<file path="config.mk">
export PLATFORM = sky130hd
export DESIGN_NAME = sound_dac_mixer
export DESIGN_NICKNAME = d
export VERILOG_FILES = /design/src/rtl/sound_dac_mixer.sv
export SDC_FILE = /design/constraint.sdc
export NUM_CORES = 1
export LEC_CHECK = 0
export CAP_MARGIN = 5
export CORE_MARGIN = 2
export CORE_UTILIZATION = 35
export CTS_CLUSTER_DIAMETER = 50
export DETAILED_ROUTE_END_ITERATION = 10
export PLACE_DENSITY = 0.55
export SYNTH_ARGS = -nofsm -noshare
export SYNTH_HDL_FRONTEND = slang
export SYNTH_SLANG_ARGS = --single-unit
</file>
<file path="constraint.sdc">
create_clock -name clk -period 7.6 [get_ports clk]
set_input_delay 0.76 -clock clk [delete_from_list [all_inputs] [get_ports clk]]
set_output_delay 0.76 -clock clk [all_outputs]
set_load 0.1 [all_outputs]
</file>
<file path="src/rtl/sound_dac_mixer.sv">
// -----------------------------------------------------------------------------
// sound_dac_mixer
//
// Multi-channel DAC output stage for the sound subsystem. It latches the
// offset-binary DAC writes from each sound board and scales every channel by
// its volume. Once per mix frame it sums the channels with saturation. The
// mixed sample is also converted into a first-order sigma-delta bitstream for
// a single-pin audio output.
//
// Ports:
//   clk        in  1                  single clock, rising edge
//   rst        in  1                  synchronous, active-high reset
//   dac_en     in  CHANNELS           per-channel write strobe
//   dac_value  in  CHANNELS*WIDTH     channel i at [i*WIDTH +: WIDTH]
//   vol        in  CHANNELS*VOL_BITS  channel i at [i*VOL_BITS +: VOL_BITS]
//   mute       in  1                  force mixed output to midscale
//   mix_value  out WIDTH              mixed sample, offset-binary
//   mix_valid  out 1                  one-cycle pulse on mix_value update
//   pdm_out    out 1                  sigma-delta bitstream of mix_value
// -----------------------------------------------------------------------------
module sound_dac_mixer #(
  parameter int CHANNELS = 2,
  parameter int WIDTH    = 8,
  parameter int VOL_BITS = 4,
  parameter int TICK_DIV = 64
) (
  input  logic                         clk,
  input  logic                         rst,
  input  logic [CHANNELS-1:0]          dac_en,
  input  logic [CHANNELS*WIDTH-1:0]    dac_value,
  input  logic [CHANNELS*VOL_BITS-1:0] vol,
  input  logic                         mute,
  output logic [WIDTH-1:0]             mix_value,
  output logic                         mix_valid,
  output logic                         pdm_out
);

  // Frame must be long enough for ACC (CHANNELS cycles) + SAT + OUT + IDLE.
  generate
    if (TICK_DIV < CHANNELS + 3) begin : g_bad_tick_div
      $error("sound_dac_mixer: TICK_DIV must be at least CHANNELS+3");
    end
  endgenerate

  localparam int CNT_W = $clog2(TICK_DIV);
  localparam int KW    = (CHANNELS > 1) ? $clog2(CHANNELS) : 1;
  // Sized so CHANNELS full-scale terms at maximum volume cannot overflow.
  localparam int ACC_W = WIDTH + VOL_BITS + $clog2(CHANNELS) + 1;
  localparam int PRD_W = WIDTH + VOL_BITS + 1;

  localparam logic [CNT_W-1:0]        TICK_LAST = CNT_W'(TICK_DIV - 1);
  localparam logic [KW-1:0]           K_LAST    = KW'(CHANNELS - 1);
  localparam logic [WIDTH-1:0]        MIDSCALE  = {1'b1, {(WIDTH-1){1'b0}}};
  localparam logic signed [ACC_W-1:0] SAT_MAX   = ACC_W'((2 ** (WIDTH - 1)) - 1);
  localparam logic signed [ACC_W-1:0] SAT_MIN   = ~SAT_MAX;

  typedef enum logic [1:0] {IDLE, ACC, SAT, OUT} state_t;

  // Offset-binary <-> two's complement is a flip of the MSB in both directions.
  function automatic logic [WIDTH-1:0] flip_msb(input logic [WIDTH-1:0] v);
    return v ^ MIDSCALE;
  endfunction

  // Clamp the accumulator into the signed WIDTH-bit range.
  function automatic logic [WIDTH-1:0] saturate(input logic signed [ACC_W-1:0] a);
    logic [WIDTH-1:0] r;
    if (a > SAT_MAX) begin
      r = SAT_MAX[WIDTH-1:0];
    end else if (a < SAT_MIN) begin
      r = SAT_MIN[WIDTH-1:0];
    end else begin
      r = a[WIDTH-1:0];
    end
    return r;
  endfunction

  state_t                   state_r;
  state_t                   state_n;
  logic [CNT_W-1:0]         cnt_r;
  logic                     tick_s;
  logic [KW-1:0]            k_r;
  logic [WIDTH-1:0]         hold_r [CHANNELS];
  logic [WIDTH-1:0]         snap_r [CHANNELS];
  logic [VOL_BITS-1:0]      vol_s  [CHANNELS];
  logic signed [ACC_W-1:0]  acc_r;
  logic signed [WIDTH-1:0]  samp_s;
  logic signed [PRD_W-1:0]  prod_s;
  logic signed [ACC_W-1:0]  term_s;
  logic [WIDTH-1:0]         sd_r;
  logic [WIDTH:0]           sd_sum_s;

  assign tick_s   = (cnt_r == TICK_LAST);
  assign sd_sum_s = {1'b0, sd_r} + {1'b0, mix_value};

  // Unpack the flat volume bus into per-channel fields.
  always_comb begin
    for (int i = 0; i < CHANNELS; i++) begin
      vol_s[i] = vol[i*VOL_BITS +: VOL_BITS];
    end
  end

  // Scaled term of the channel currently visited; vol is read live here.
  always_comb begin
    samp_s = $signed(flip_msb(snap_r[k_r]));
    prod_s = samp_s * $signed({1'b0, vol_s[k_r]});
    term_s = ACC_W'(prod_s >>> (VOL_BITS - 1));
  end

  // FSM state register.
  always_ff @(posedge clk) begin
    if (rst) begin
      state_r <= IDLE;
    end else begin
      state_r <= state_n;
    end
  end

  // FSM next-state logic.
  always_comb begin
    state_n = state_r;
    case (state_r)
      IDLE: begin
        if (tick_s) begin
          state_n = ACC;
        end else begin
          state_n = IDLE;
        end
      end
      ACC: begin
        if (k_r == K_LAST) begin
          state_n = SAT;
        end else begin
          state_n = ACC;
        end
      end
      SAT:     state_n = OUT;
      OUT:     state_n = IDLE;
      default: state_n = IDLE;
    endcase
  end

  // Hold/snapshot registers, frame counter, accumulator and mixed output.
  always_ff @(posedge clk) begin
    if (rst) begin
      for (int i = 0; i < CHANNELS; i++) begin
        hold_r[i] <= MIDSCALE;
        snap_r[i] <= MIDSCALE;
      end
      cnt_r     <= '0;
      k_r       <= '0;
      acc_r     <= '0;
      mix_value <= MIDSCALE;
      mix_valid <= 1'b0;
    end else begin
      for (int i = 0; i < CHANNELS; i++) begin
        if (dac_en[i]) begin
          hold_r[i] <= dac_value[i*WIDTH +: WIDTH];
        end
      end

      if (tick_s) begin
        cnt_r <= '0;
      end else begin
        cnt_r <= cnt_r + CNT_W'(1);
      end

      // Snapshot takes the pre-write hold value, so a coincident write
      // belongs to the following frame.
      if (tick_s) begin
        for (int i = 0; i < CHANNELS; i++) begin
          snap_r[i] <= hold_r[i];
        end
      end

      mix_valid <= 1'b0;
      case (state_r)
        IDLE: begin
          // Clearing while idle means ACC always starts from zero.
          acc_r <= '0;
          k_r   <= '0;
        end
        ACC: begin
          acc_r <= acc_r + term_s;
          k_r   <= k_r + KW'(1);
        end
        SAT: begin
          // Registered here so the new sample is visible during OUT.
          if (mute) begin
            mix_value <= MIDSCALE;
          end else begin
            mix_value <= flip_msb(saturate(acc_r));
          end
          mix_valid <= 1'b1;
        end
        OUT: begin
          acc_r <= acc_r;
        end
        default: begin
          acc_r <= '0;
          k_r   <= '0;
        end
      endcase
    end
  end

  // First-order sigma-delta: the carry out of the phase accumulator is the bit.
  always_ff @(posedge clk) begin
    if (rst) begin
      sd_r    <= '0;
      pdm_out <= 1'b0;
    end else begin
      sd_r    <= sd_sum_s[WIDTH-1:0];
      pdm_out <= sd_sum_s[WIDTH];
    end
  end

endmodule

</file>
-- Word level (Yosys, flattened, before mapping)
Memories as Yosys holds them, arrays and structs flattened. A register that Yosys moved wholly into a read port is not among the register bits.
Cells that the tools add are included.
- register bits: 41
- RAM bits: 32
- input bits: 29
- output and inout bits: 10
- word-level logic and storage cells: 64
- memories kept: 2
- add/subtract/negate cells: 4
- $mul: 1
- $lt $le $gt $ge: 3
- eq/ne operators: 4
- multiplexer cells: 32
- bitwise gates (word level): 7
- reductions and logical operators: 3
- memories (name ; words ; bits a word ; rd ports ; clocked after memory_dff ; wr ports ; line ; text):
    hold_r ; 2 ; 8 ; 2 ; 0 ; 2 ; 82 ; logic [WIDTH-1:0] hold_r [CHANNELS];
    snap_r ; 2 ; 8 ; 1 ; 1 ; 2 ; 83 ; logic [WIDTH-1:0] snap_r [CHANNELS];
- operators with widths (cell ; number):
    8-bit two-way mux ; 10
    14-bit case mux with 2 select lines ; 1
    1-bit two-way mux ; 15
    14-bit by 10-bit adder with 14-bit output ; 1
    14-bit by 8-bit greater-than comparator with 1-bit output, second input constant ; 1
    14-bit by 8-bit < comparator with 1-bit output, second input constant ; 1
    8-bit by 5-bit multiplier with 13-bit output ; 1
    4-bit two-way mux ; 3
    8-bit by 8-bit adder with 9-bit output ; 1
    2-bit case mux with 4 select lines ; 1
    6-bit by 1-bit adder with 6-bit output, second input constant ; 1
    6-bit == test, second input constant ; 1
    2-bit == test, second input constant ; 2
    1-bit OR ; 4
    2-bit by 1-bit == test with 1-bit output, second input constant ; 1
    2-bit >= comparator, second input constant ; 1
    2-bit zero test ; 1
    2-bit two-way mux ; 1
    1-bit NOT ; 2
    1-bit NOT with 2-bit output ; 1
    1-bit case mux with 2 select lines ; 1
    2-bit nonzero test ; 1
    2-bit OR reduction ; 1
    1-bit adder, second input constant ; 1

-- Logic depth before layout (Yosys ltp)
Gate-level depths: netlist (run 1).
- word-level depth: 8
- gate-level depth with buffers: 24
- mapped depth without buffers: 23

-- Worst setup path after synthesis (run 1)
No wires, ideal clock.
- path type: in2reg
- from: input vol[7]
- to: register acc_r[13]
- library setup time: 0.074 ns
- data arrival time: 5.670 ns
- required time: 7.526 ns
- slack: 1.856 ns
- stages on the path: 23
- path buffers: 0
- path through: mux2i_1 nor2_1 ha_1 inv_1 fa_1 fa_1 inv_1 ha_1 a21oi_1 o21ai_2 a21o_1 a21oi_1 o31ai_2 xor2_1 ha_1 and2_1 o211ai_1 o21ai_1 a2111oi_0 a21oi_1 xnor2_1 or3_1 a31oi_1
- cells in the longest elaborated chain, start to end: 6
- RTL lines (element ; line ; text):
    from (decl) ; 31 ; input logic [CHANNELS*VOL_BITS-1:0] vol,
    4-bit two-way mux (implied by the code) (3 in a row) ; 105 ; prod_s = samp_s * $signed({1'b0, vol_s[k_r]});
    8-bit by 5-bit multiplier with 13-bit output ; 105 ;
    14-bit by 10-bit adder with 14-bit output ; 183 ; acc_r <= acc_r + term_s;
    14-bit case mux with 2 select lines ; 176 ; case (state_r)
    to (signal assigned) ; 183 ;
    to (signal assigned) ; 196 ; acc_r <= acc_r;
    to (decl) ; 85 ; logic signed [ACC_W-1:0] acc_r;
Every way passes these cells. The select of a mux whose other input is x is not followed.
A chain may end at the register's enable or synchronous reset.

-- Worst setup path after layout (run 1)
- from: input vol[6]
- to: register acc_r[13]
The elaborated chain is that of the path after synthesis.

==> impl_metrics.py, run 1 <==
metrics = {
    "outcome": {
        "status": "finished clean",
    },
    "clocking": {
        "post_cts_buffers": 0,
        "cts_tree": "yes",
        "cts_max_level": 3,
        "clock_latency_ns": 0.33,
        "post_cts_resized": 0,
        "root_buffer": "clkbuf_16",
        "hold_buffers": 0,
        "cts_sinks": 74,
        "clk_path_buf_depth": 2,
        "numCtsBuffers": 9,
        "clk_pin_slew_worst_paths_ns": 0.06,
    },
    "floorplan": {
        "dieArea_mm2": 0.0147,
        "die_h_um": 121,
        "coreArea_mm2": 0.0133,
        "num_rows": 42,
        "initial_core_util_pct": 36.2,
        "io_pins": 39,
        "die_w_um": 121,
    },
    "layout": {
        "nNetsFinal": 626,
        "final_area_mm2": 0.00570,
        "n_fill_cell": 1345,
        "area_growth_pct": 18.0,
        "antenna_cells": 0,
        "drive_above_1_share_pct": 6.52,
    },
    "setup_path": {
        "start_kind": "primary input",
        "worstSetupPathType": "primary input to register",
        "critPathMaxFanout": 8,
        "cpMostUsedCell": "ha_1",
        "arrival_ns": 6.45,
        "critPathSlowestCell": "fa_1",
        "worst_path_largest_cell_delay_ns": 0.53,
        "path_cells": "clkdlybuf4s50_1 > mux2i_1 > nor2_1 > ha_1 > fa_1 > inv_1 > fa_1 > inv_1 > ha_1 > and3_4 > a2111oi_4 > o21ai_2 > a21oi_2 > xnor2_2 > ha_1 > nand4_1 > o21ai_1 > a2111oi_0 > a21oi_1 > xnor2_1 > or3_1 > a31oi_1",
        "end_kind": "register",
        "cp_num_buf_inv": 3,
        "worstPathRequired_ns": 7.86,
        "cp_top_family": "adder cells",
    },
    "detailed_routing": {
        "wl_per_cell_um": 12.3,
        "vias_per_cell": 4.74,
        "drtIter0Drc": 140,
        "drc_errors": 0,
        "drt_pre_antenna_iters": 4,
        "drt_wl_total_um": 8770,
        "vias": 3381,
        "ant_nets": 0,
    },
    "min_path": {
        "min_path_type": "register to register",
    },
    "synthesis": {
        "synth_simple_gate_area_share_pct": 17.3,
        "yosys.area.top_type": "edfxtp_1",
        "ys_seq_area_share_pct": 37.3,
        "yosys_warnings": 0,
        "synth_xor_area_share_pct": 5.57,
        "synthMuxAreaShare_pct": 2.90,
        "synth_fa_ha_area_share_pct": 19.8,
        "async_reset_ff_share_pct": 0,
        "synth-edff-count": 32,
        "yosys-top-cells-area": "edfxtp_1 (20%), dfxtp_1 (17%), ha_1 (12%), fa_1 (7.9%), nor2_1 (4.5%)",
        "synthCells": 495,
        "synth_compound_area_share_pct": 11.8,
        "synth_seq_cells": 74,
        "netlist_area_mm2": 0.00483,
        "postSynthAreaPerCell_um2": 9.75,
        "ys_top_cells_by_count": "nor2_1 (58), inv_1 (51), ha_1 (46)",
        "syn-num-nets": 589,
        "synth_top_area_share_pct": 19.9,
        "yosys.cell_count.top_type": "nor2_1",
        "synth_top_family_by_area": "adder cells",
        "synthFlopType": "dfxtp_1",
        "synth.distinct_cells": 53,
    },
    "sta": {
        "worst_slack_ns": 1.42,
        "fin_crit_sh_pct": 81.4,
        "tns_ns": 0,
        "layout_min_cycle_time_ns": 6.18,
        "slew_viol_final": 0,
        "fmax_mhz": 162,
        "relSlewSlack_pct": 35.3,
        "setup_viol": 0,
        "finalHoldViolCount": 0,
        "worst_pin_slew_ns": 0.968,
        "rsz0062_at_grt": "false",
        "fin_skew_ns": 0.00588,
    },
    "power_and_ir_drop": {
        "clkPwrFrac_pct": 45.7,
        "p_switching_mw": 0.220,
        "switching_share_pct": 22.5,
        "p_per_area_mw_per_mm2": 172,
        "ir_drop_v": 0.000113,
        "total_power_mw": 0.981,
        "pwr-share-seq_pct": 43.9,
        "internal-power_mw": 0.761,
        "p_leak_nw": 2.46,
        "p_comb_share_pct": 10.4,
    },
    "placement": {
        "placed_cell_area_mm2": 0.00538,
        "hpwl_um": 6910,
        "portBuffers": 38,
        "dp_slack_ns": 1.06,
        "gp_congestion": 0.794,
    },
    "global_routing": {
        "gr-total-overflow": 0,
        "grt_start_max_net_pins": 44,
        "grt_pass1_wl_um": 15400,
        "antenna_found_initial": 0,
        "grt.total_usage_pct": 13.0,
        "grt_pass1_vias": 3330,
    },
    "run": {
        "cap_violations": 0,
    },
}
==> cells in the final DEF, fill, tap and decap left out, drive strengths merged, types with 3 or more instances in the layout <==
cell            n
a211oi          4
a21o           12
a21oi          30
a22o            3
a22oi           5
and2           30
clkbuf          9
clkdlybuf4s50  38
clkinvlp        3
dfxtp          42
edfxtp         32
fa             19
ha             46
inv            52
mux2i          11
nand2          20
nand2b          7
nand3           7
nor2           58
nor2b          12
nor3            6
o21ai          18
o21bai          3
o31ai           3
or2             4
or3             7
xnor2          20
xor2            9
==> per-layer routing <==
metal | global-route usage (%) | vias up | part of all wire [%]
met5 | 0 | - | 0
met4 | 4.96 | 0 | 1.8
met3 | 2.40 | 12 | 2.8
met2 | 21.9 | 45 | 49
met1 | 16.7 | 1573 | 46
li1 | - | 1751 | -
==> flip-flops by register name, summed over array words and instances, names as in the netlist, named ones only <==
name / cells
state_r: 1
pdm_out: 1
sd_r: 8
cnt_r: 6
snap_r: 16
hold_r: 16
mix_valid: 1
mix_value: 8
k_r: 1
acc_r: 14
==> kinds of logic after synthesis <==
| logic type | after synthesis |
|---|---|
| simple gates | 164 |
| mux | 13 |
| buf+inv | 64 |
| xor+xnor | 29 |
| fa+ha+maj | 65 |
| flops | 74 |
| compound gates | 86 |
==> final cells by class <==
cell class / count / area, um^2 / area share, %
multi-input cells: 357 / 2780 / 48.8
inverters: 51 / 191 / 3.36
well taps: 176 / 220 / 3.86
clock inverters: 7 / 92.6 / 1.62
flip-flops and latches: 74 / 1800 / 31.6
clock buffers: 9 / 225 / 3.95
repair buffers: 39 / 388 / 6.81
==> through the flow <==
| step | util [%] | instances | hold slack (ns) |
|---|---|---|---|
| 6_report | 42.7 | 713 | 0.461 |
| 5_1_grt | 42.7 | 713 | 0.486 |
| 4_1_cts | 42.7 | 713 | 0.464 |
| 3_5_place_dp | 40.3 | 697 | 0.452 |
| 3_3_place_gp | 40.3 | 697 | 0.430 |
| 2_1_floorplan | - | 495 | 0.418 |
==> power by group through the flow <==
stage / sequential, mW / clock (mW) / combinational, mW
3_5_place_dp: 0.439 / 0 / 0.104
3_3_place_gp: 0.439 / 0 / 0.102
5_1_grt: 0.432 / 0.479 / 0.118
4_1_cts: 0.431 / 0.462 / 0.104
2_1_floorplan: 0.440 / 0 / 0.0705
6_report: 0.431 / 0.449 / 0.102
==> final timing paths <==
kind | cells past startpoint | slack [ns] | end | start
worst min register to register | 1 | 0.46 | cnt_r[0]$_SDFF_PP0_ | cnt_r[0]$_SDFF_PP0_
worst max register to register | 23 | 1.53 | acc_r[13]$_SDFFE_PP0N_ | k_r$_SDFFE_PP0N_
worst min-delay path | 1 | 0.46 | cnt_r[0]$_SDFF_PP0_ | cnt_r[0]$_SDFF_PP0_
worst max-delay path | 22 | 1.42 | acc_r[13]$_SDFFE_PP0N_ | vol[6]
No activity file was read; power rests on OpenSTA's default activity.
==> run 2, diff against run 1 <==
==> constraint.sdc (replaced) <==
create_clock -name clk -period 6.1 [get_ports clk]
set_input_delay 0.61 -clock clk [delete_from_list [all_inputs] [get_ports clk]]
set_output_delay 0.61 -clock clk [all_outputs]
set_load 0.1 [all_outputs]
==> run 2 against run 1 <==
  * Sequential share of layout area is 0.69 points lower
  * Setup slack worse by 1.1 ns
  * Combinational power is 30% higher
  * Clock-buffer cell count stayed put
  * Non-clock buffer count is 9 higher
  * Global-route usage is 0.18 points lower
  * Final cell count is 1.3% higher
  * Clock power is 43% higher
  * Largest power group unchanged
  * Via count is 0.62% higher
  * Power is 34% higher
  * First-iteration DRC count is 13% lower
==> impl_metrics.py, run 2 (synthesized netlist as in run 1, its figures left out) <==
metrics = {
    "outcome": {
        "status": "finished clean",
    },
    "placement": {
        "hpwl_um": 6930,
        "gp_congestion": 0.779,
        "portBuffers": 38,
        "dp_cells": 706,
    },
    "detailed_routing": {
        "drtIter0Drc": 122,
        "drc_errors": 0,
        "drt_pre_antenna_iters": 4,
        "drt_wl_total_um": 8640,
        "ant_nets": 0,
        "vias": 3402,
        "wl_per_cell_um": 12.0,
        "vias_per_cell": 4.71,
    },
    "sta": {
        "slew_viol_final": 0,
        "fin_crit_sh_pct": 94.3,
        "fmax_mhz": 174,
        "setup_viol": 0,
        "finalHoldViolCount": 0,
        "fin_skew_ns": 0.00835,
        "layout_min_cycle_time_ns": 5.76,
        "tns_ns": 0,
        "rsz0062_at_grt": "false",
        "relSlewSlack_pct": 24.7,
        "worst_pin_slew_ns": 1.12,
    },
    "layout": {
        "largestRegisters": "hold_r: 16 flops, snap_r: 16 flops, acc_r: 14 flops",
        "mostFrequentLayoutCells": "nor2_1 (58), inv_1 (51), ha_1 (46)",
        "area_growth_pct": 20.8,
        "antenna_cells": 0,
        "nNetsFinal": 635,
        "final_common_cell": "nor2_1",
        "drive_above_1_share_pct": 8.97,
        "stdcell_count": 722,
    },
    "floorplan": {
        "num_rows": 42,
        "initial_core_util_pct": 36.2,
        "die_h_um": 121,
        "io_pins": 39,
        "dieArea_mm2": 0.0147,
        "die_w_um": 121,
        "coreArea_mm2": 0.0133,
    },
    "power_and_ir_drop": {
        "p_per_area_mw_per_mm2": 225,
        "p_leak_nw": 2.55,
        "ir_drop_v": 0.000148,
        "total_power_mw": 1.31,
    },
    "setup_path": {
        "arrival_ns": 6.01,
        "worstPathRequired_ns": 6.36,
        "end_kind": "register",
        "start_kind": "primary input",
        "critPathSlowestCell": "fa_1",
        "cpMostUsedCell": "ha_1",
        "critPathMaxFanout": 8,
        "worst_path_largest_cell_delay_ns": 0.53,
        "worstSetupPathType": "primary input to register",
        "path_cells": "clkdlybuf4s50_1 > mux2i_1 > buf_4 > nor2_1 > ha_1 > fa_1 > inv_1 > fa_1 > inv_1 > ha_1 > and3_4 > a2111oi_4 > o21ai_2 > a21oi_2 > xnor2_2 > ha_1 > a21o_1 > a2111oi_0 > a21oi_1 > xnor2_1 > or3_1 > a31oi_1",
    },
    "clocking": {
        "post_cts_buffers": 0,
        "clk_path_buf_depth": 2,
        "cts_tree": "yes",
        "root_buffer": "clkbuf_16",
        "clock_latency_ns": 0.34,
        "numCtsBuffers": 9,
        "post_cts_resized": 0,
        "cts_sinks": 74,
        "hold_buffers": 0,
        "clk_pin_slew_worst_paths_ns": 0.06,
        "cts_max_level": 3,
    },
    "global_routing": {
        "gr-total-overflow": 0,
        "grt_pass1_vias": 3283,
        "antenna_found_initial": 0,
        "grt_start_max_net_pins": 44,
        "grt_pass1_wl_um": 15100,
        "grt.total_usage_pct": 12.9,
    },
    "run": {
        "cap_violations": 0,
    },
    "min_path": {
        "min_path_type": "register to register",
    },
}
-- run 2: layout make-up --
cell class	instances	area [um^2]
Clock buffer	9	225
Clock inverter	7	141
Fill cell	1356	7520
Inverter	51	191
Multi-Input combinational cell	357	2790
Sequential cell	74	1800
Tap cell	176	220
Timing Repair Buffer	48	455
-- run 2: final timing paths --
path | cells past startpoint | to | from | slack, ns
min | 1 | cnt_r[0]$_SDFF_PP0_ | cnt_r[0]$_SDFF_PP0_ | 0.45
max reg2reg | 21 | acc_r[13]$_SDFFE_PP0N_ | register | 0.40
max | 22 | acc_r[13]$_SDFFE_PP0N_ | vol[6] | 0.34
min reg2reg | 1 | cnt_r[0]$_SDFF_PP0_ | cnt_r[0]$_SDFF_PP0_ | 0.45
-- run 2: per-stage QoR --
step           area [um^2]  worst slack (ns)  hold WS [ns]  utilization [%]
2_1_floorplan         4830             0.506         0.418                -
3_3_place_gp          5440            0.0810         0.431             40.8
6_report              5830             0.345         0.445             43.7
4_1_cts               5810             0.253         0.453             43.5
3_5_place_dp          5440            0.0105         0.439             40.8
5_1_grt               5830            0.0333         0.479             43.7
-- run 2: where the power goes --
| part | switching, mW | internal, mW | total [mW] |
|---|---|---|---|
| Combinational | 0.0695 | 0.0631 | 0.133 |
| Sequential | 0.00410 | 0.533 | 0.537 |
| Clock | 0.203 | 0.440 | 0.643 |
-- run 2: metal layers --
layer  up-vias  wire length [um]  track usage, %
li1       1770                 -               -
met1      1593              4050            16.9
met2        32              4270            20.9
met3         7               214            3.15
met4         0               106            4.09
met5         -                 0               0
-- run 2: worst max-delay path, delay by kind of cell --
kind	cells	cell delay, ns
mux	1	0.13
buf+inv	4	0.66
compound gates	7	1.65
simple gates	3	0.58
xor+xnor	2	0.31
fa+ha+maj	5	2.06
==> run 3, diff against run 2 <==
--- a/config.mk
+++ b/config.mk
@@ -5,11 +5,12 @@
 export SDC_FILE = /design/constraint.sdc
 export NUM_CORES = 1
 export LEC_CHECK = 0
-export CAP_MARGIN = 5
+export CAP_MARGIN = 25
 export CORE_MARGIN = 2
 export CORE_UTILIZATION = 35
 export CTS_CLUSTER_DIAMETER = 50
 export DETAILED_ROUTE_END_ITERATION = 10
+export GPL_ROUTABILITY_DRIVEN = 0
 export PLACE_DENSITY = 0.55
 export SYNTH_ARGS = -nofsm -noshare
 export SYNTH_HDL_FRONTEND = slang
==> run 3 against run 2 <==
  * Clock power fell by 7.0%
  * Clock skew barely moved
  * Critical path depth did not move
  * Critical path type unchanged
  * Die area did not move
  * Final area fell by 0.32%
  * Largest cell class unchanged
==> impl_metrics.py, run 3 (synthesized netlist as in run 1, its figures left out) <==
metrics = {
    "sta": {
        "relSlewSlack_pct": 34.9,
        "holdWs_ns": 0.445,
        "layout_min_cycle_time_ns": 5.73,
        "fin_crit_sh_pct": 94.0,
        "fmax_mhz": 174,
        "finalHoldViolCount": 0,
        "fin_skew_ns": 0.00829,
        "rsz0062_at_grt": "false",
        "tns_ns": 0,
        "worst_pin_slew_ns": 0.974,
        "setup_viol": 0,
        "slew_viol_final": 0,
    },
    "min_path": {
        "min_path_type": "register to register",
        "hold_path_depth": 1,
        "worstHoldStart": "cnt_r[0]$_SDFF_PP0_",
    },
    "setup_path": {
        "reg2regPathDepth": 21,
        "critPathMaxFanout": 8,
        "worstPathRequired_ns": 6.36,
        "end_kind": "register",
        "critPathLaunch": "vol[6]",
        "start_kind": "primary input",
        "worstSetupPathType": "primary input to register",
        "critPathCapture": "acc_r[13]$_SDFFE_PP0N_",
        "crit-reg2reg-capture": "acc_r[13]$_SDFFE_PP0N_",
        "arrival_ns": 5.99,
        "rrSetupSlack_ns": 0.42,
    },
    "placement": {
        "dp_cells": 707,
        "placed_cell_area_mm2": 0.00545,
        "hpwl_um": 6950,
        "portBuffers": 38,
    },
    "floorplan": {
        "die_w_um": 121,
        "initial_core_util_pct": 36.2,
        "die_h_um": 121,
        "io_pins": 39,
        "coreArea_mm2": 0.0133,
        "dieArea_mm2": 0.0147,
        "num_rows": 42,
    },
    "global_routing": {
        "grt_start_max_net_pins": 44,
        "grt_pass1_vias": 3328,
        "antenna_found_initial": 0,
        "grt.met1_usage_pct": 16.7,
        "busiest_layer": "met2",
        "grt_pass1_wl_um": 15300,
        "grt.total_usage_pct": 13.0,
        "gr-total-overflow": 0,
        "gr-usage-met2_pct": 21.5,
        "grtUsageMet3_pct": 2.26,
    },
    "detailed_routing": {
        "ant_nets": 0,
        "drt_pre_antenna_iters": 4,
        "vias_per_cell": 4.70,
        "wl_per_cell_um": 11.9,
        "drt_wl_total_um": 8580,
        "drc_errors": 0,
        "drtIter0Drc": 135,
        "vias": 3401,
    },
    "clocking": {
        "clock_latency_ns": 0.34,
        "cts_max_level": 3,
        "hold_buffers": 0,
        "numCtsBuffers": 9,
        "root_buffer": "clkbuf_16",
        "clk_path_buf_depth": 2,
        "clk_pin_slew_worst_paths_ns": 0.06,
        "cts_sinks": 74,
        "cts_tree": "yes",
    },
    "run": {
        "cap_violations": 0,
    },
    "layout": {
        "stdcell_count": 723,
        "finish.utilization_pct": 43.5,
        "area_growth_pct": 20.4,
        "largestRegisters": "hold_r: 16 flops, snap_r: 16 flops, acc_r: 14 flops",
        "final_common_cell": "nor2_1",
        "nNetsFinal": 636,
        "antenna_cells": 0,
        "mostFrequentLayoutCells": "nor2_1 (58), inv_1 (51), ha_1 (46)",
        "drive_above_1_share_pct": 9.14,
        "final_area_mm2": 0.00581,
    },
    "power_and_ir_drop": {
        "ir_drop_v": 0.000140,
        "p_leak_nw": 2.53,
        "p_per_area_mw_per_mm2": 218,
    },
    "outcome": {
        "status": "finished clean",
    },
}
-- run 3: where the power goes --
part | total [mW] | switching (mW) | internal [mW]
Sequential | 0.537 | 0.00423 | 0.533
Clock | 0.598 | 0.200 | 0.398
Combinational | 0.132 | 0.0693 | 0.0630
-- run 3: layout make-up --
cell class | instances | area [um^2]
clock buffers | 9 | 225
clock inverters | 7 | 118
fillers | 1318 | 7540
inverters | 51 | 191
multi-input cells | 357 | 2790
flip-flops and latches | 74 | 1800
well taps | 176 | 220
repair buffers | 49 | 460
-- run 3: worst max-delay path, stage by stage --
cell and delay [ns]:
clkdlybuf4s50_1 0.40, mux2i_1 0.14, buf_4 0.17, nor2_1 0.05, ha_1 0.32, fa_1 0.53
inv_1 0.05, fa_1 0.53, inv_1 0.04, ha_1 0.34, and3_4 0.20, a2111oi_4 0.46
o21ai_2 0.12, a21oi_2 0.18, xnor2_2 0.15, ha_1 0.33, a21o_1 0.22, a2111oi_0 0.38
a21oi_1 0.14, xnor2_1 0.15, or3_1 0.32, a31oi_1 0.15
-- run 3: through the flow --
stage                     power, mW  setup slack, ns
final                          1.27            0.368
after global routing           1.33           0.0327
after CTS                      1.29            0.258
after detailed placement      0.680           0.0258
after global placement        0.678           0.0810
after floorplan               0.637            0.506
-- run 3: worst min-delay path by stage --
stage | endpoint | slack, ns
2_1_floorplan | cnt_r[0]$_SDFF_PP0_ | 0.42
3_3_place_gp | cnt_r[0]$_SDFF_PP0_ | 0.43
3_5_place_dp | cnt_r[0]$_SDFF_PP0_ | 0.44
4_1_cts | cnt_r[0]$_SDFF_PP0_ | 0.45
5_1_grt | cnt_r[0]$_SDFF_PP0_ | 0.48
6_report | cnt_r[0]$_SDFF_PP0_ | 0.44
-- run 3: per-layer routing --
layer	share of wire, %	vias up
met5	0	-
met4	1.5	0
met3	2.6	8
met2	49	42
met1	47	1586
li1	-	1765
-- run 3: repair_timing --
item	4_1_cts	5_1_grt
setup endpoints to repair	0	3
resized for setup	0	6
buffers inserted	0	0
